[src/rtl/amx_pkg.sv]
// Shared types and helpers for the amx dot-product core.
// Holds the FSM state encoding and word-count arithmetic.
package amx_pkg;

    typedef enum logic [1:0] {
        IDLE,
        GET_A,
        GET_B,
        EMIT
    } state_t;

    function automatic int ceil_div(input int x, input int y);
        return (x + y - 1) / y;
    endfunction

endpackage

[src/rtl/amx_mac_unit.sv]
// Combinational multiply-accumulate step with overflow detection.
// Products and sums are extended one bit past ACC_W to expose overflow.
module amx_mac_unit #(
    parameter int DATA_W = 8,
    parameter int ACC_W  = 24
) (
    input  logic [DATA_W-1:0] a,
    input  logic [DATA_W-1:0] b,
    input  logic [ACC_W-1:0]  acc,
    input  logic              mode,
    output logic [ACC_W-1:0]  acc_next,
    output logic              ovf
);

    localparam int PW = 2 * DATA_W;
    localparam int XW = ACC_W + 1 - PW;

    logic [PW-1:0]  sa, sb;
    logic [PW-1:0]  p_u, p_s, p;
    logic [ACC_W:0] p_ext, acc_ext, sum;

    // Low PW bits of the sign-extended product are the two's-complement result
    assign sa    = {{DATA_W{a[DATA_W-1]}}, a};
    assign sb    = {{DATA_W{b[DATA_W-1]}}, b};
    assign p_s   = sa * sb;
    assign p_u   = {{DATA_W{1'b0}}, a} * {{DATA_W{1'b0}}, b};
    assign p     = mode ? p_s : p_u;

    assign p_ext   = {{XW{mode & p[PW-1]}}, p};
    assign acc_ext = {mode & acc[ACC_W-1], acc};
    assign sum     = acc_ext + p_ext;

    assign acc_next = sum[ACC_W-1:0];
    assign ovf      = sum[ACC_W] != (mode & sum[ACC_W-1]);

endmodule

[src/rtl/amx_core2.sv]
// Streaming dot-product engine: loads LEN (a, b) pairs over ready/valid,
// accumulates sum(a*b), then streams the result LSB word first.
module amx_core2
    import amx_pkg::*;
#(
    parameter int DATA_W = 8,
    parameter int LEN    = 4,
    parameter int ACC_W  = 24
) (
    input  logic              clk,
    input  logic              rst_n,
    input  logic              start,
    input  logic              mode_signed,
    input  logic [DATA_W-1:0] in_data,
    input  logic              in_valid,
    output logic              in_ready,
    output logic [DATA_W-1:0] out_data,
    output logic              out_valid,
    input  logic              out_ready,
    output logic              busy,
    output logic              overflow
);

    localparam int OUT_WORDS = ceil_div(ACC_W, DATA_W);
    localparam int WI_W      = (OUT_WORDS > 1) ? $clog2(OUT_WORDS) : 1;
    localparam int PAD_W     = OUT_WORDS * DATA_W;
    localparam logic [7:0]      LAST_PAIR = 8'(LEN - 1);
    localparam logic [WI_W-1:0] LAST_WORD = WI_W'(OUT_WORDS - 1);

    state_t            state, state_n;
    logic [ACC_W-1:0]  acc, acc_next;
    logic [7:0]        pair_cnt;
    logic [WI_W-1:0]   word_idx;
    logic [DATA_W-1:0] a_reg;
    logic              mode;
    logic              ovf;
    logic [PAD_W-1:0]  acc_pad;
    logic [DATA_W-1:0] words [OUT_WORDS];

    amx_mac_unit #(
        .DATA_W(DATA_W),
        .ACC_W (ACC_W)
    ) u_mac (
        .a       (a_reg),
        .b       (in_data),
        .acc     (acc),
        .mode    (mode),
        .acc_next(acc_next),
        .ovf     (ovf)
    );

    always_ff @(posedge clk or negedge rst_n) begin
        if (!rst_n) begin
            state <= IDLE;
        end else begin
            state <= state_n;
        end
    end

    always_comb begin
        state_n   = state;
        in_ready  = 1'b0;
        out_valid = 1'b0;
        unique case (state)
            IDLE: begin
                if (start) state_n = GET_A;
            end
            GET_A: begin
                in_ready = 1'b1;
                if (in_valid) state_n = GET_B;
            end
            GET_B: begin
                in_ready = 1'b1;
                if (in_valid) begin
                    state_n = (pair_cnt == LAST_PAIR) ? EMIT : GET_A;
                end
            end
            EMIT: begin
                out_valid = 1'b1;
                if (out_ready && word_idx == LAST_WORD) state_n = IDLE;
            end
            default: state_n = IDLE;
        endcase
    end

    always_ff @(posedge clk or negedge rst_n) begin
        if (!rst_n) begin
            acc      <= '0;
            pair_cnt <= '0;
            word_idx <= '0;
            a_reg    <= '0;
            mode     <= 1'b0;
            overflow <= 1'b0;
        end else begin
            if (state == IDLE && start) begin
                mode     <= mode_signed;
                acc      <= '0;
                overflow <= 1'b0;
                pair_cnt <= '0;
                word_idx <= '0;
            end
            if (state == GET_A && in_valid) begin
                a_reg <= in_data;
            end
            if (state == GET_B && in_valid) begin
                acc      <= acc_next;
                overflow <= overflow | ovf;
                pair_cnt <= pair_cnt + 8'd1;
            end
            if (state == EMIT && out_ready) begin
                word_idx <= (word_idx == LAST_WORD) ? '0 : word_idx + 1'b1;
            end
        end
    end

    // Top word is zero-padded when ACC_W is not a multiple of DATA_W
    assign acc_pad = PAD_W'(acc);

    always_comb begin
        for (int i = 0; i < OUT_WORDS; i++) begin
            words[i] = acc_pad[i*DATA_W +: DATA_W];
        end
    end

    assign out_data = (state == EMIT) ? words[word_idx] : '0;
    assign busy     = (state != IDLE);

endmodule

[config.mk]
export PLATFORM = sky130hd
export DESIGN_NAME = amx_core2
export DESIGN_NICKNAME = d
export VERILOG_FILES = /design/src/rtl/amx_pkg.sv /design/src/rtl/amx_mac_unit.sv /design/src/rtl/amx_core2.sv
export SDC_FILE = /design/constraint.sdc
export NUM_CORES = 1
export LEC_CHECK = 0
export ABC_AREA = 0
export BUFFER_PORTS_ARGS = -buffer_cell sky130_fd_sc_hd__buf_2
export CORE_MARGIN = 1.5
export CORE_UTILIZATION = 60
export CTS_CLUSTER_SIZE = 12
export DETAILED_ROUTE_END_ITERATION = 10
export HOLD_SLACK_MARGIN = 0.12
export PLACE_DENSITY = 0.77
export SLEW_MARGIN = 20
export SYNTH_ARGS = -nofsm -noshare
export SYNTH_HDL_FRONTEND = slang
export SYNTH_SLANG_ARGS = --single-unit
[constraint.sdc]
create_clock -name clk -period 9.4 [get_ports clk]
set_input_delay 0.94 -clock clk [delete_from_list [all_inputs] [get_ports clk]]
set_output_delay 0.94 -clock clk [all_outputs]
set_load 0.005 [all_outputs]
==> impl_metrics.env <==
export IMPL_status="finished clean"
export IMPL_clk_pin_slew_worst_paths_ns=0.06
export IMPL_post_route_cells_drive_above_1_share_pct=6.329
export IMPL_synth_compound_area_share_pct=14.67
export IMPL_max_freq_mhz=128.9
export IMPL_vias=5920
export IMPL_drt_iter0_drc=373
export IMPL_portBuffers=25
export IMPL_synth_area_leaders="fa_1 (23%), dfrtp_1 (15%), ha_1 (15%)"
export IMPL_synth_top_family_by_area="adder cells"
export IMPL_initial_core_util_pct=61.74
export IMPL_synthAdderAreaFrac_pct=37.90
export IMPL_worstSkewPairLatency_ns=0.30
export IMPL_dieWidth_um=114.4
export IMPL_gp_congestion=0.8924
export IMPL_ys_async_sr_fraction_pct=100.0
export IMPL_grt_usage_pct=27.11
export IMPL_cp_data_required_time_ns=9.62
export IMPL_grt_start_max_net_pins=29
export IMPL_synth_most_common_cell="inv_1"
export IMPL_r2r_start="a_reg[1]"
export IMPL_overflow=0
export IMPL_synth_seq_cells=46
export IMPL_fin_worst_skew_ns=0.01253
export IMPL_synth_main_ff_cell="dfrtp_1"
export IMPL_htreeDepth=2
export IMPL_area_growth_pct=5.796
export IMPL_post_cts_setup_buffers=0
export IMPL_yosys_top_cells_count="inv_1 (174), ha_1 (88), fa_1 (86)"
export IMPL_firstDrtPassIters=5
export IMPL_syn_nets=1045
export IMPL_maxCapViolations=0
export IMPL_cp_slowest_stage_delay_ns=0.67
export IMPL_grt_pass1_vias=6133
export IMPL_min_to="pair_cnt[7]"
export IMPL_synth_top_area_share_pct=23.12
export IMPL_routed_wl_um=16400
export IMPL_grt_pass1_wl_um=28230
export IMPL_synth_cell_types=53
export IMPL_cts_resized=0
export IMPL_syn_area_per_cell_um2=8.690
export IMPL_drv_slew=0
export IMPL_cts_sinks=46
export IMPL_cts_made_buffers=5
export IMPL_worstMarginPinSlew_ns=0.9375
export IMPL_wl_per_cell_um=15.81
export IMPL_worst_r2r_endpoint="overflow"
export IMPL_endpoint_kind="flip-flop"
export IMPL_min_period_ns=7.757
export IMPL_final_hold_violation_count=0
export IMPL_ff2ff_setup_slack_ns=1.92
export IMPL_netlist_area_um2=7447
export IMPL_diodes=0
export IMPL_synth_xor_area_share_pct=5.662
export IMPL_hp_start="pair_cnt[7]"
export IMPL_relSlewSlack_pct=37.35
export IMPL_core_region_area_um2=12060
export IMPL_hold_path_depth=1
export IMPL_muxShareOfSynthArea_pct=2.722
export IMPL_rsz0062_at_grt="false"
export IMPL_yosys_warnings=0
export IMPL_cts_tree="done"
export IMPL_fin_setup_tns_ns=0
export IMPL_rows=40
export IMPL_synthSimpleGateAreaFrac_pct=13.58
export IMPL_final_antenna_net_count=0
export IMPL_die_area_um2=13090
export IMPL_hp_class="reg2reg"
export IMPL_ff2ff_path_depth=25
export IMPL_synth_edf_count=0
export IMPL_grt_antenna_before_repair=0
export IMPL_routed_via_density=5.709
export IMPL_boundaryPins=26
export IMPL_hold_buffers=0
export IMPL_setup_viol=0
export IMPL_ctsLongestPathBuffers=2
export IMPL_dp_hpwl_um=13490
export IMPL_cp_slowest_cell="a2111oi_0"
export IMPL_min_period_over_period_pct=82.52
export IMPL_die_h_um=114.4
export IMPL_fin_nets=1056
export IMPL_yosysSeqAreaShare_pct=15.46
export IMPL_largest_register_ff_count=24
export IMPL_yosysTopAreaCell="fa_1"
export IMPL_cp_data_arrival_time_ns=7.98
export IMPL_cp_start_kind="primary input"
export IMPL_cp_max_fo=10
export IMPL_root_buffer="clkbuf_16"
export IMPL_syn_inst=857
export IMPL_route_detailed_drc=0
export IMPL_critPathKind="in2reg"
[critical path: cells and delay by family]
family | cells | cell delay, ns
buf+inv | 6 | 0.54
compound gates | 10 | 2.19
simple gates | 5 | 1.00
fa+ha+maj | 6 | 2.79
xor+xnor | 2 | 0.53
[cells by family (layout without fill, tap and decap cells)]
kind of cell,count (synthesis),after routing
buffers and inverters,198,210
and+or+nand+nor,206,206
adders and majority gates,174,174
muxes,19,19
xor gates and xnor gates,45,45
DFF,46,46
AOI/OAI and AO/OA,169,169
[cells in the final DEF, fill, tap and decap left out, types with 4 or more instances in the layout]
cell type  netlist  routed
dfrtp_1         46      46
nand3_1          8       8
buf_2            2      25
xor2_1          16      16
a211oi_1         9       9
and2_1          46      46
xnor2_1         27      27
nor3_1           6       6
nand4_1          7       7
mux2_2          10      10
a31oi_1          5       5
nor2_1          26      26
a22o_1           4       4
mux2i_1          9       9
a21boi_0         4       4
fa_1            86      86
nand2_1         84      84
inv_1          174     174
nor2b_1          6       6
o31ai_1          8       8
o21ai_0         60      60
nand2b_1         6       6
a21oi_1         35      34
clkbuf_16        0       5
a21o_1          13      13
o21bai_1        10      10
ha_1            88      88
[routing by layer]
| layer | vias up | GRT usage, % | routed length, µm |
|---|---|---|---|
| met5 | - | 0 | 0 |
| met3 | 37 | 3.070 | 646 |
| met1 | 2935 | 35.22 | 6961 |
| met4 | 0 | 7.417 | 383 |
| met2 | 158 | 48.02 | 8409 |
| li1 | 2790 | - | - |
[layout make-up]
type / instances / area, µm²
clock buffer: 6 / 128.9
tap: 168 / 210.2
timing repair buffer: 27 / 140.1
inverter: 175 / 656.9
fill: 975 / 4183
multi-input combinational: 613 / 5554
sequential: 46 / 1151
clock inverter: 2 / 37.54
[metrics by stage]
step,hold WS [ns],std cells,utilization (%),instance area [µm²],setup WS [ns]
global route,0.5696,1037,65.32,7879,1.151
finish,0.5259,1037,65.32,7879,1.643
CTS,0.5311,1037,65.32,7879,1.643
detailed placement,0.5189,1029,63.94,7712,1.393
floorplan,0.4581,857,-,7447,2.162
global placement,0.4847,1029,63.94,7712,1.593
[how the worst max path moves through the flow]
stage | start | to | slack [ns] | cells past startpoint
2_1_floorplan | in_data[7] | overflow | 2.16 | 29
3_3_place_gp | in_data[7] | overflow | 1.59 | 29
3_5_place_dp | in_data[7] | overflow | 1.39 | 29
4_1_cts | in_data[7] | overflow | 1.64 | 29
5_1_grt | in_data[7] | overflow | 1.15 | 27
6_report | in_data[7] | overflow | 1.64 | 29
Power is left out: the tool's default activity adds up to more than one toggle a clock period on the data nets, which glitch-free logic cannot reach.
